==> config.mk <==
export PLATFORM = sky130hd
export DESIGN_NAME = axi_stream_trace_decoder_flat
export DESIGN_NICKNAME = d
export VERILOG_FILES = /design/src/rtl/axi_stream_trace_decoder_if.sv /design/src/rtl/axi_stream_trace_decoder.sv /design/src/flat_wrapper.sv
export SDC_FILE = /design/constraint.sdc
export NUM_CORES = 1
export LEC_CHECK = 0
export BUFFER_PORTS_ARGS = -buffer_cell sky130_fd_sc_hd__clkbuf_2
export CAP_MARGIN = 5
export CORE_AREA = 5 5 270 272
export CTS_CLUSTER_DIAMETER = 30
export CTS_CLUSTER_SIZE = 28
export DETAILED_ROUTE_END_ITERATION = 10
export DIE_AREA = 0 0 275 277
export SLEW_MARGIN = 20
export SYNTH_ARGS = -nofsm -noshare
export SYNTH_HDL_FRONTEND = slang
export SYNTH_SLANG_ARGS = --single-unit
==> constraint.sdc <==
create_clock -name clk -period 5.4 [get_ports clk]
set_input_delay 1.08 -clock clk [delete_from_list [all_inputs] [get_ports clk]]
set_output_delay 1.08 -clock clk [all_outputs]
set_load 0.02 [all_outputs]
==> src/rtl/axi_stream_trace_decoder_if.sv <==
// Bundles the tagged trace stream input and the decoded record output of the trace decoder.
// Both channels use valid/ready: a transfer happens on a rising clk edge where valid & ready are both 1,
// and the source holds valid and its payload stable until that edge.
interface axi_stream_trace_decoder_if #(
  parameter int DATA_WIDTH = 128,
  parameter int ADDR_WIDTH = 64,
  parameter int ID_WIDTH   = 32,
  parameter int DEST_WIDTH = 32,
  parameter int USER_WIDTH = 64
);
  localparam int STRB_W = DATA_WIDTH / 8;

  logic [DATA_WIDTH-1:0] s_tdata;
  logic [STRB_W-1:0]     s_tstrb;
  logic [STRB_W-1:0]     s_tkeep;
  logic [ID_WIDTH-1:0]   s_tid;
  logic [DEST_WIDTH-1:0] s_tdest;
  logic [USER_WIDTH-1:0] s_tuser;
  logic                  s_tlast;
  logic                  s_tvalid;
  logic                  s_tready;

  logic                  rec_valid;
  logic                  rec_ready;
  logic [2:0]            rec_type;
  logic [ADDR_WIDTH-1:0] rec_addr;
  logic [DATA_WIDTH-1:0] rec_data;
  logic [STRB_W-1:0]     rec_strb;
  logic [1:0]            rec_resp;

  modport master (
    output s_tdata, s_tstrb, s_tkeep, s_tid, s_tdest, s_tuser, s_tlast, s_tvalid,
    input  s_tready,
    input  rec_valid, rec_type, rec_addr, rec_data, rec_strb, rec_resp,
    output rec_ready
  );

  modport slave (
    input  s_tdata, s_tstrb, s_tkeep, s_tid, s_tdest, s_tuser, s_tlast, s_tvalid,
    output s_tready,
    output rec_valid, rec_type, rec_addr, rec_data, rec_strb, rec_resp,
    input  rec_ready
  );
endinterface

==> src/rtl/axi_stream_trace_decoder.sv <==
// Decodes the tagged AXI4 snoop trace stream back into one record per AR/AW/B beat or R/W header+data pair,
// with saturating per-type and protocol-error counters.
module axi_stream_trace_decoder #(
  parameter int DATA_WIDTH        = 128,
  parameter int ADDR_WIDTH        = 64,
  parameter int STREAM_TYPE_WIDTH = 3,
  parameter int ID_WIDTH          = 32,
  parameter int DEST_WIDTH        = 32,
  parameter int USER_WIDTH        = 64,
  parameter int CNT_WIDTH         = 32
) (
  input  logic                 clk,
  input  logic                 resetn,
  axi_stream_trace_decoder_if.slave bus,
  input  logic                 cnt_clear,
  output logic [CNT_WIDTH-1:0] cnt_ar,
  output logic [CNT_WIDTH-1:0] cnt_aw,
  output logic [CNT_WIDTH-1:0] cnt_r,
  output logic [CNT_WIDTH-1:0] cnt_w,
  output logic [CNT_WIDTH-1:0] cnt_b,
  output logic [CNT_WIDTH-1:0] cnt_err,
  output logic [1:0]           dbg_state
);
  localparam int STRB_W = DATA_WIDTH / 8;

  localparam logic [STREAM_TYPE_WIDTH-1:0] TAG_AR = STREAM_TYPE_WIDTH'(0);
  localparam logic [STREAM_TYPE_WIDTH-1:0] TAG_R  = STREAM_TYPE_WIDTH'(1);
  localparam logic [STREAM_TYPE_WIDTH-1:0] TAG_AW = STREAM_TYPE_WIDTH'(2);
  localparam logic [STREAM_TYPE_WIDTH-1:0] TAG_W  = STREAM_TYPE_WIDTH'(3);
  localparam logic [STREAM_TYPE_WIDTH-1:0] TAG_B  = STREAM_TYPE_WIDTH'(4);

  localparam logic [2:0] REC_AR = 3'd0;
  localparam logic [2:0] REC_R  = 3'd1;
  localparam logic [2:0] REC_AW = 3'd2;
  localparam logic [2:0] REC_W  = 3'd3;
  localparam logic [2:0] REC_B  = 3'd4;

  typedef enum logic [1:0] {
    S_HDR  = 2'd0,
    S_DATA = 2'd1,
    S_DROP = 2'd2
  } state_t;

  state_t state, state_nx;

  logic                  rec_valid_q;
  logic [2:0]            rec_type_q;
  logic [ADDR_WIDTH-1:0] rec_addr_q;
  logic [DATA_WIDTH-1:0] rec_data_q;
  logic [STRB_W-1:0]     rec_strb_q;
  logic [1:0]            rec_resp_q;

  logic                  hdr_w, hdr_w_nx;
  logic [STRB_W-1:0]     hdr_strb, hdr_strb_nx;

  logic                  ld;
  logic [2:0]            ld_type;
  logic [ADDR_WIDTH-1:0] ld_addr;
  logic [DATA_WIDTH-1:0] ld_data;
  logic [STRB_W-1:0]     ld_strb;
  logic [1:0]            ld_resp;
  logic                  err;

  logic                         accept;
  logic [STREAM_TYPE_WIDTH-1:0] tag;
  logic                         unused_inputs;

  assign unused_inputs = ^{bus.s_tstrb, bus.s_tkeep, bus.s_tid, bus.s_tdest, bus.s_tuser};

  // DROP always drains; otherwise a beat is taken only when the single record slot can accept a load.
  assign bus.s_tready = resetn & ((state == S_DROP) | ~rec_valid_q | bus.rec_ready);
  assign accept       = bus.s_tvalid & bus.s_tready;
  assign tag          = bus.s_tdata[DATA_WIDTH-1 -: STREAM_TYPE_WIDTH];

  assign bus.rec_valid = rec_valid_q;
  assign bus.rec_type  = rec_type_q;
  assign bus.rec_addr  = rec_addr_q;
  assign bus.rec_data  = rec_data_q;
  assign bus.rec_strb  = rec_strb_q;
  assign bus.rec_resp  = rec_resp_q;
  assign dbg_state     = state;

  always_ff @(posedge clk) begin
    if (!resetn) begin
      state    <= S_HDR;
      hdr_w    <= 1'b0;
      hdr_strb <= '0;
    end else begin
      state    <= state_nx;
      hdr_w    <= hdr_w_nx;
      hdr_strb <= hdr_strb_nx;
    end
  end

  always_comb begin
    state_nx    = state;
    hdr_w_nx    = hdr_w;
    hdr_strb_nx = hdr_strb;
    ld          = 1'b0;
    ld_type     = REC_AR;
    ld_addr     = '0;
    ld_data     = '0;
    ld_strb     = '0;
    ld_resp     = '0;
    err         = 1'b0;
    if (accept) begin
      unique case (state)
        S_HDR: begin
          case (tag)
            TAG_AR, TAG_AW: begin
              if (bus.s_tlast) begin
                ld      = 1'b1;
                ld_type = (tag == TAG_AR) ? REC_AR : REC_AW;
                ld_addr = bus.s_tdata[ADDR_WIDTH-1:0];
              end else begin
                err      = 1'b1;
                state_nx = S_DROP;
              end
            end
            TAG_B: begin
              if (bus.s_tlast) begin
                ld      = 1'b1;
                ld_type = REC_B;
                ld_resp = bus.s_tdata[1:0];
              end else begin
                err      = 1'b1;
                state_nx = S_DROP;
              end
            end
            TAG_R, TAG_W: begin
              // A one-beat R/W header has no payload to pair with; it is discarded.
              if (bus.s_tlast) begin
                err = 1'b1;
              end else begin
                state_nx = S_DATA;
                hdr_w_nx = (tag == TAG_W);
                if (tag == TAG_W) hdr_strb_nx = bus.s_tdata[STRB_W-1:0];
              end
            end
            default: begin
              err = 1'b1;
              if (!bus.s_tlast) state_nx = S_DROP;
            end
          endcase
        end
        S_DATA: begin
          if (bus.s_tlast) begin
            ld       = 1'b1;
            ld_type  = hdr_w ? REC_W : REC_R;
            ld_data  = bus.s_tdata;
            ld_strb  = hdr_w ? hdr_strb : '1;
            state_nx = S_HDR;
          end else begin
            err      = 1'b1;
            state_nx = S_DROP;
          end
        end
        default: begin
          if (bus.s_tlast) state_nx = S_HDR;
        end
      endcase
    end
  end

  // A load in the same cycle as rec_ready replaces the retiring record, keeping rec_valid high.
  always_ff @(posedge clk) begin
    if (!resetn) begin
      rec_valid_q <= 1'b0;
      rec_type_q  <= '0;
      rec_addr_q  <= '0;
      rec_data_q  <= '0;
      rec_strb_q  <= '0;
      rec_resp_q  <= '0;
    end else if (ld) begin
      rec_valid_q <= 1'b1;
      rec_type_q  <= ld_type;
      rec_addr_q  <= ld_addr;
      rec_data_q  <= ld_data;
      rec_strb_q  <= ld_strb;
      rec_resp_q  <= ld_resp;
    end else if (bus.rec_ready) begin
      rec_valid_q <= 1'b0;
    end
  end

  function automatic logic [CNT_WIDTH-1:0] sat_inc(input logic [CNT_WIDTH-1:0] v);
    return (&v) ? v : v + {{(CNT_WIDTH-1){1'b0}}, 1'b1};
  endfunction

  always_ff @(posedge clk) begin
    if (!resetn || cnt_clear) begin
      cnt_ar  <= '0;
      cnt_aw  <= '0;
      cnt_r   <= '0;
      cnt_w   <= '0;
      cnt_b   <= '0;
      cnt_err <= '0;
    end else begin
      if (ld && ld_type == REC_AR) cnt_ar <= sat_inc(cnt_ar);
      if (ld && ld_type == REC_AW) cnt_aw <= sat_inc(cnt_aw);
      if (ld && ld_type == REC_R)  cnt_r  <= sat_inc(cnt_r);
      if (ld && ld_type == REC_W)  cnt_w  <= sat_inc(cnt_w);
      if (ld && ld_type == REC_B)  cnt_b  <= sat_inc(cnt_b);
      if (err)                     cnt_err <= sat_inc(cnt_err);
    end
  end
endmodule

==> src/flat_wrapper.sv <==
// flat-port wrapper written by rule: the top's interface ports become plain ports
module axi_stream_trace_decoder_flat 
#(
  parameter int DATA_WIDTH        = 128,
  parameter int ADDR_WIDTH        = 64,
  parameter int STREAM_TYPE_WIDTH = 3,
  parameter int ID_WIDTH          = 32,
  parameter int DEST_WIDTH        = 32,
  parameter int USER_WIDTH        = 64,
  parameter int CNT_WIDTH         = 32
)
  (clk, resetn, cnt_clear, cnt_ar, cnt_aw, cnt_r, cnt_w, cnt_b, cnt_err, dbg_state, bus_s_tdata, bus_s_tstrb, bus_s_tkeep, bus_s_tid, bus_s_tdest, bus_s_tuser, bus_s_tlast, bus_s_tvalid, bus_s_tready, bus_rec_valid, bus_rec_type, bus_rec_addr, bus_rec_data, bus_rec_strb, bus_rec_resp, bus_rec_ready);
  axi_stream_trace_decoder_if #(.DATA_WIDTH(DATA_WIDTH), .ADDR_WIDTH(ADDR_WIDTH), .ID_WIDTH(ID_WIDTH), .DEST_WIDTH(DEST_WIDTH), .USER_WIDTH(USER_WIDTH)) bus_i ();
  input  logic clk;
  input  logic resetn;
  input  logic cnt_clear;
  output logic [CNT_WIDTH-1:0] cnt_ar;
  output logic [CNT_WIDTH-1:0] cnt_aw;
  output logic [CNT_WIDTH-1:0] cnt_r;
  output logic [CNT_WIDTH-1:0] cnt_w;
  output logic [CNT_WIDTH-1:0] cnt_b;
  output logic [CNT_WIDTH-1:0] cnt_err;
  output logic [1:0] dbg_state;
  input wire logic [$bits(bus_i.s_tdata)-1:0] bus_s_tdata;
  input wire logic [$bits(bus_i.s_tstrb)-1:0] bus_s_tstrb;
  input wire logic [$bits(bus_i.s_tkeep)-1:0] bus_s_tkeep;
  input wire logic [$bits(bus_i.s_tid)-1:0] bus_s_tid;
  input wire logic [$bits(bus_i.s_tdest)-1:0] bus_s_tdest;
  input wire logic [$bits(bus_i.s_tuser)-1:0] bus_s_tuser;
  input wire logic [$bits(bus_i.s_tlast)-1:0] bus_s_tlast;
  input wire logic [$bits(bus_i.s_tvalid)-1:0] bus_s_tvalid;
  output wire logic [$bits(bus_i.s_tready)-1:0] bus_s_tready;
  output wire logic [$bits(bus_i.rec_valid)-1:0] bus_rec_valid;
  output wire logic [$bits(bus_i.rec_type)-1:0] bus_rec_type;
  output wire logic [$bits(bus_i.rec_addr)-1:0] bus_rec_addr;
  output wire logic [$bits(bus_i.rec_data)-1:0] bus_rec_data;
  output wire logic [$bits(bus_i.rec_strb)-1:0] bus_rec_strb;
  output wire logic [$bits(bus_i.rec_resp)-1:0] bus_rec_resp;
  input wire logic [$bits(bus_i.rec_ready)-1:0] bus_rec_ready;
  assign bus_i.s_tdata = bus_s_tdata;
  assign bus_i.s_tstrb = bus_s_tstrb;
  assign bus_i.s_tkeep = bus_s_tkeep;
  assign bus_i.s_tid = bus_s_tid;
  assign bus_i.s_tdest = bus_s_tdest;
  assign bus_i.s_tuser = bus_s_tuser;
  assign bus_i.s_tlast = bus_s_tlast;
  assign bus_i.s_tvalid = bus_s_tvalid;
  assign bus_s_tready = bus_i.s_tready;
  assign bus_rec_valid = bus_i.rec_valid;
  assign bus_rec_type = bus_i.rec_type;
  assign bus_rec_addr = bus_i.rec_addr;
  assign bus_rec_data = bus_i.rec_data;
  assign bus_rec_strb = bus_i.rec_strb;
  assign bus_rec_resp = bus_i.rec_resp;
  assign bus_i.rec_ready = bus_rec_ready;
  axi_stream_trace_decoder #(.DATA_WIDTH(DATA_WIDTH), .ADDR_WIDTH(ADDR_WIDTH), .STREAM_TYPE_WIDTH(STREAM_TYPE_WIDTH), .ID_WIDTH(ID_WIDTH), .DEST_WIDTH(DEST_WIDTH), .USER_WIDTH(USER_WIDTH), .CNT_WIDTH(CNT_WIDTH)) u_core (.clk(clk), .resetn(resetn), .bus(bus_i), .cnt_clear(cnt_clear), .cnt_ar(cnt_ar), .cnt_aw(cnt_aw), .cnt_r(cnt_r), .cnt_w(cnt_w), .cnt_b(cnt_b), .cnt_err(cnt_err), .dbg_state(dbg_state));
endmodule
==> results.ini, run 1 <==
[finish]
area_growth_pct=41.0
diodes=0
nets=2935
design_area_um2=25500
drive_gt1_frac=0.291

[routing]
routed_via_density=5.02
dr.pass1.iters=5
top_layer=met5
wl_met3_um=6520
drt_iter0_markers=1159
drc=0
route.met2.wl_um=29600
met1_length_um=28000
ant_nets=0
routed_wl_um=65900
drt-wirelength-per-cell_um=18.0
num_vias=18400

[timing]
final_max_slew_viol_count=0
rsz0062_at_grt=false
fin_skew_ps=32.6
finalSetupViolCount=0
tightestPinTransition_ps=967
hold_viol=0
period_share=0.583
fin_crit_ps=3150
maxSlewHeadroom=0.350
tns_ps=0
max_freq_mhz=317

[yosys]
synth-edff-count=0
syn_area_um2=18100
synth_mux_area_frac=0.0227
synthAdderAreaFrac=0.00415
syn_nets=2416
synth-compound-area-share=0.196
synth-simple-area-share=0.261
syn_inst=2116
synth-seq-area-share=0.470
syn_avg_cell_area_um2=8.55
synth_xor_area_frac=0.00629
synth_top_area_frac=0.470
ys_async_sr_fraction=0
ys.flop_type=dfxtp_1
synth-seq-cells=425
ys_types=64
synth_top_family_by_area=simple AND/OR/NAND/NOR gates
synth_top_cells_by_area=dfxtp_1 47%, a21oi_1 6.1%, a22oi_1 5.4%
synth_top_area_cell=dfxtp_1
yosysWarnings=0

[cts]
clk_path_buf_depth=3
cts_hold_buf=0
clk_pin_slew_ps=50
cts_root_buf=clkbuf_16
cts_tree=yes
cts_sinks=425
cts_setup_buffers=0
cts_resized=0
cts_inserted_buffers=108
cts_htree_levels=3
clk_latency_ps=630

[critical_path]
cp-start-kind=input port
critPathRequiredTime_ps=4320
cpPeakStageDelay_ps=240
cpMostUsedCell=clkbuf_2
r2r_setup_slack_ps=2510
cp.buffers_inverters=3
worst-setup-path-type=in -> out
cp_top_family=buffers and inverters
path_cells=clkbuf_2 -> nor2b_1 -> buf_4 -> o21ai_0 -> and2_1 -> clkbuf_2
critical_path.endpoint_type=output port
cp.arrival_ps=2070
cp_max_fo=7
critical-path-slowest-cell=buf_4

[place]
place_hpwl_um=45400
place_congestion=0.821
dpl_cell_area_um2=21600
numPortBuffers=542

[flow_run]
drv_cap=0

[grt]
grt_pass1_vias=17500
grt_max_degree=135
track_usage=0.163
grt_first_pass_wirelength_um=102000
antenna_found_initial=2
grt_overflow=0

[power]
ir_drop_mv=0.220
power_mw=10.2
leakage_nw=9.64
power.density_nw_per_um2=398

[die]
dieArea_um2=76200
dieWidth_um=275
ios=703
core_um2=70500
core.rowCount=98
die_h_um=277
start_util=0.257

[worst_hold_path]
hold_path.class=reg -> reg

[outcome]
status=finished, final reports clean

==> tightest hold or removal path: stages (launching register included) <==
cell and delay (ps):
dfxtp_1 300, nand2_1 50, a21oi_1 50
==> where the power goes <==
part | internal, mW | total, mW | switching, mW
clock | 4.74 | 6.74 | 1.99
combinational | 0.0738 | 0.251 | 0.177
sequential | 3.16 | 3.17 | 0.00746
==> stage by stage <==
stage	utilization	cells	worst slack (ps)	hold WS, ps
2_1_floorplan	-	2116	2490	458
3_3_place_gp	0.307	3475	1650	437
6_report	0.362	3670	2250	448
3_5_place_dp	0.307	3475	1600	444
5_1_grt	0.362	3670	2070	458
4_1_cts	0.362	3670	2250	449
==> state kept, by name, summed over array words and instances, names as in the netlist <==
| signal | count |
|---|---|
| u_core.bus.rec_resp | 2 |
| u_core.bus.rec_data | 128 |
| u_core.cnt_w | 32 |
| u_core.cnt_aw | 32 |
| u_core.bus.rec_valid | 1 |
| u_core.dbg_state | 2 |
| u_core.bus.rec_type | 3 |
| u_core.bus.rec_strb | 16 |
| u_core.cnt_b | 32 |
| u_core.bus.rec_addr | 64 |
| u_core.cnt_r | 32 |
| u_core.cnt_err | 32 |
| u_core.cnt_ar | 32 |
| u_core.hdr_w | 1 |
| u_core.hdr_strb | 16 |
==> logic make-up after synthesis <==
| family | Yosys count |
|---|---|
| AND/OR/NAND/NOR | 891 |
| buffers and inverters | 181 |
| flip-flops | 425 |
| multiplexers | 41 |
| AO/OA/AOI/OAI | 559 |
| adder cells (fa/ha/maj) | 6 |
| XOR/XNOR | 13 |
==> cell usage in the layout (no fill, tap or decap), types with 4 or more instances in the layout <==
master and instances:
nand3_1 128, nor4b_1 6, a21oi_1 222, or3_1 50
o211ai_1 5, buf_4 18, clkbuf_16 108, nor3_1 15
bufinv_16 17, or4_1 90, o21ai_0 67, or2_2 28
nor2_1 188, nand2_1 194, xnor2_1 11, mux2i_1 41
o21a_1 6, o31a_1 7, clkbuf_8 21, and4_1 29
a31o_2 4, and2_1 19, a31oi_1 5, nand4_1 63
inv_1 26, a22oi_1 131, nor4_1 27, nand2b_1 4
ha_1 6, clkinvlp_4 5, o41ai_1 5, clkinv_2 14
and3_1 18, dfxtp_1 425, clkbuf_2 542, clkbuf_1 21
o31ai_1 86
==> path summary, 6_finish.rpt <==
| check | start | to | cells after the start |
|---|---|---|---|
| worst max-delay path | bus_rec_ready | bus_s_tready | 6 |
| worst min-delay path | u_core.bus.rec_addr[29] | u_core.bus.rec_addr[29] | 2 |
| worst max register to register | u_core.dbg_state[1] | u_core.cnt_b[19] | 6 |
| worst min register to register | u_core.bus.rec_addr[29] | u_core.bus.rec_addr[29] | 2 |
==> layout make-up <==
| class | count | area [µm²] |
|---|---|---|
| Fill cell | 7155 | 45000 |
| Multi-Input combinational cell | 1510 | 8940 |
| Sequential cell | 425 | 8510 |
| Clock buffer | 150 | 3070 |
| Timing Repair Buffer | 563 | 2910 |
| Tap cell | 950 | 1190 |
| Clock inverter | 45 | 791 |
| Inverter | 27 | 109 |
==> metal layers <==
metal | GRT usage | vias up
met3 | 0.0639 | 122
met5 | 0 | -
met4 | 0.0535 | 2
li1 | - | 8959
met2 | 0.254 | 668
met1 | 0.208 | 8686
==> synthesized netlist by cell type (4+ instances only) <==
cell type / instances
clkbuf_1: 128
dfxtp_1: 425
a21oi_1: 222
buf_2: 14
or2_2: 28
and3_1: 18
buf_1: 8
o31a_1: 7
nand2_1: 194
o21a_1: 6
mux2i_1: 41
xnor2_1: 11
o41ai_1: 5
a22oi_1: 131
nor4_1: 28
a31o_2: 4
o211ai_1: 5
nor4b_1: 6
or3_1: 50
nor3_1: 16
inv_1: 26
ha_1: 6
o31ai_1: 86
nor2_1: 189
nand2b_1: 6
o21ai_0: 67
and4_1: 29
nand4_1: 63
and2_1: 21
or4_1: 90
a31oi_1: 5
nand3_1: 128
Note: power is estimated with default switching activity, not from simulation.
==> run 2: changes to the inputs <==
- CORE_AREA: 5 5 270 272 -> 5 5 273 275
- DIE_AREA: 0 0 275 277 -> 0 0 278 280
- clock period: 5.4 -> 3.3 ns (I/O delays scaled with it)
==> run 2 against run 1 <==
Die area increased by 2.2%. Clock power increased by 66%. Non-clock buffer count is 43 higher. Hold slack worse by 190 ps. Largest cell class unchanged. Highest routed layer is now met4.
==> results.ini, run 2 (synthesized netlist as in run 1, its figures left out) <==
[outcome]
status=finished, final reports clean

[routing]
drt-wirelength-per-cell_um=18.1  ; +0.81%
top_layer=met4
num_vias=18700  ; +1.3%
dr.pass1.iters=5  ; unchanged
met1_length_um=29000  ; +3.7%
routed_wl_um=67400  ; +2.4%
drt_iter0_markers=1058  ; -8.7%
drc=0  ; unchanged
ant_nets=0  ; unchanged
routed_via_density=5.01  ; -0.22%
route.met2.wl_um=31100  ; +5.0%
wl_met3_um=5710  ; -12%

[power]
power_mw=16.8  ; +65%
switching_share=0.212  ; -0.00261
power_frac_comb=0.026  ; about the same
ir_drop_mv=0.466  ; +110%
power.density_nw_per_um2=647  ; +63%
seq_power_share=0.309  ; -0.003
p_int_mw=13.2  ; +66%
switchingPower_mw=3.56  ; +63%
clockPowerShare=0.665  ; +0.002
leakage_nw=9.87  ; +2.4%

[finish]
ff_latch_area_um2=8510  ; unchanged
design_area_um2=25900  ; +1.7%
multiInputGateArea_um2=8930  ; -0.14%
nets=2976  ; +1.4%
largest_reg_flops=128  ; unchanged
layout_commonest_cell=clkbuf_2
drive_gt1_frac=0.302  ; +0.0113
post-route-util=0.360  ; -0.00212
layout_common_cells=542 x clkbuf_2, 425 x dfxtp_1, 222 x a21oi_1
area_growth_pct=43.3
fillers=7378  ; +3.1%

[place]
place_hpwl_um=48000  ; +5.7%
dpl_cell_area_um2=22000  ; +1.8%
numPortBuffers=542  ; unchanged
place_congestion=0.815  ; -0.80%
place_ws_ps=209  ; -1390 ps

[grt]
track_usage=0.163  ; about the same
grt_pass1_vias=17800  ; +1.5%
grt_max_degree=175  ; +30%
antenna_found_initial=2  ; unchanged
grt_first_pass_wirelength_um=104000  ; +2.1%
grt_overflow=0  ; unchanged

[timing]
final_max_slew_viol_count=0  ; unchanged
finalSetupViolCount=0  ; unchanged
max_freq_mhz=376
hold_viol=0  ; unchanged
tns_ps=0  ; unchanged
rsz0062_at_grt=false
setup_slack_ps=641  ; -1610 ps
period_share=0.806
tightestPinTransition_ps=1000  ; +33.1 ps
maxSlewHeadroom=0.333  ; -0.0178
fin_skew_ps=27.1  ; -5.51 ps
fin_crit_ps=2660

[cts]
cts_sinks=425  ; unchanged
cts_htree_levels=3  ; unchanged
cts_resized=0  ; unchanged
cts_tree=yes
cts_inserted_buffers=106  ; -1.9%
cts_root_buf=clkbuf_16
cts_hold_buf=0  ; unchanged
cts_setup_buffers=0  ; unchanged
clk_latency_ps=650  ; +20 ps
clk_path_buf_depth=3  ; unchanged
clk_pin_slew_ps=40  ; about the same

[die]
start_util=0.251  ; -0.00565
ios=703  ; unchanged
core.rowCount=99  ; +1.0%
die_h_um=280  ; +1.1%
dieWidth_um=278  ; +1.1%
dieArea_um2=77800  ; +2.2%
core_um2=72100  ; +2.3%

[flow_run]
drv_cap=0  ; unchanged

[worst_hold_path]
hold_path.class=in -> reg

[critical_path]
cp-start-kind=flop
worst-setup-path-type=reg -> reg
critical_path.endpoint_type=flop
critPathRequiredTime_ps=3860  ; -460 ps
cp_max_fo=72  ; +65
cp.arrival_ps=3220  ; +1150 ps

run 2: cell count changes in the layout (fill, tap and decap cells not counted), moves of 3 or more:
| cell | delta |
|---|---|
| buf_4 | +39 |
| clkinvlp_4 | +6 |
| buf_12 | +4 |
| bufinv_16 | +3 |
| clkbuf_8 | -3 |
| clkinv_2 | +3 |
run 2: through the flow:
| stage | hold slack [ps] | cells |
|---|---|---|
| after floorplan | 458 | 2116 |
| after global placement | 438 | 3527 |
| after detailed placement | 443 | 3527 |
| after CTS | 202 | 3726 |
| after global routing | 233 | 3726 |
| final | 262 | 3727 |
run 2: cell type report:
class | instances | area share
flip-flops and latches | 425 | 0.328
inverters | 27 | 0.00420
clock inverters | 53 | 0.0341
repair buffers | 606 | 0.126
well taps | 959 | 0.0463
clock buffers | 146 | 0.117
multi-input cells | 1510 | 0.344
diodes | 1 | 0.0000965
run 2: routing by layer:
layer  vias up  track usage
li1       9077            -
met1      8873        0.209
met2       625        0.262
met3       107       0.0539
met4         0       0.0538
met5         -            0
run 2: worst paths after layout:
path	startpoint	endpoint	cells after the start	slack, ps
worst max-delay path	u_core.dbg_state[0]	u_core.bus.rec_data[109]	6	640
worst min-delay path	bus_s_tvalid	u_core.dbg_state[1]	2	260
worst max register to register	u_core.dbg_state[0]	u_core.bus.rec_data[109]	6	640
worst min register to register	u_core.bus.rec_addr[21]	u_core.bus.rec_addr[21]	2	450
run 2: worst max-delay path, cell delays in order (launching register included):
cell      delay [ps]
dfxtp_1          550
nand3b_1         290
nor3_4           630
buf_12           360
buf_4            400
a22oi_1          150
nor2_1           110
run 2: power groups by stage:
stage | sequential [mW] | clock (mW) | combinational [mW]
finish | 5.18 | 11.2 | 0.443
detailed placement | 5.27 | 0 | 0.448
CTS | 5.18 | 11.4 | 0.450
global route | 5.18 | 11.7 | 0.483
floorplan | 5.29 | 0 | 0.193
global placement | 5.27 | 0 | 0.449
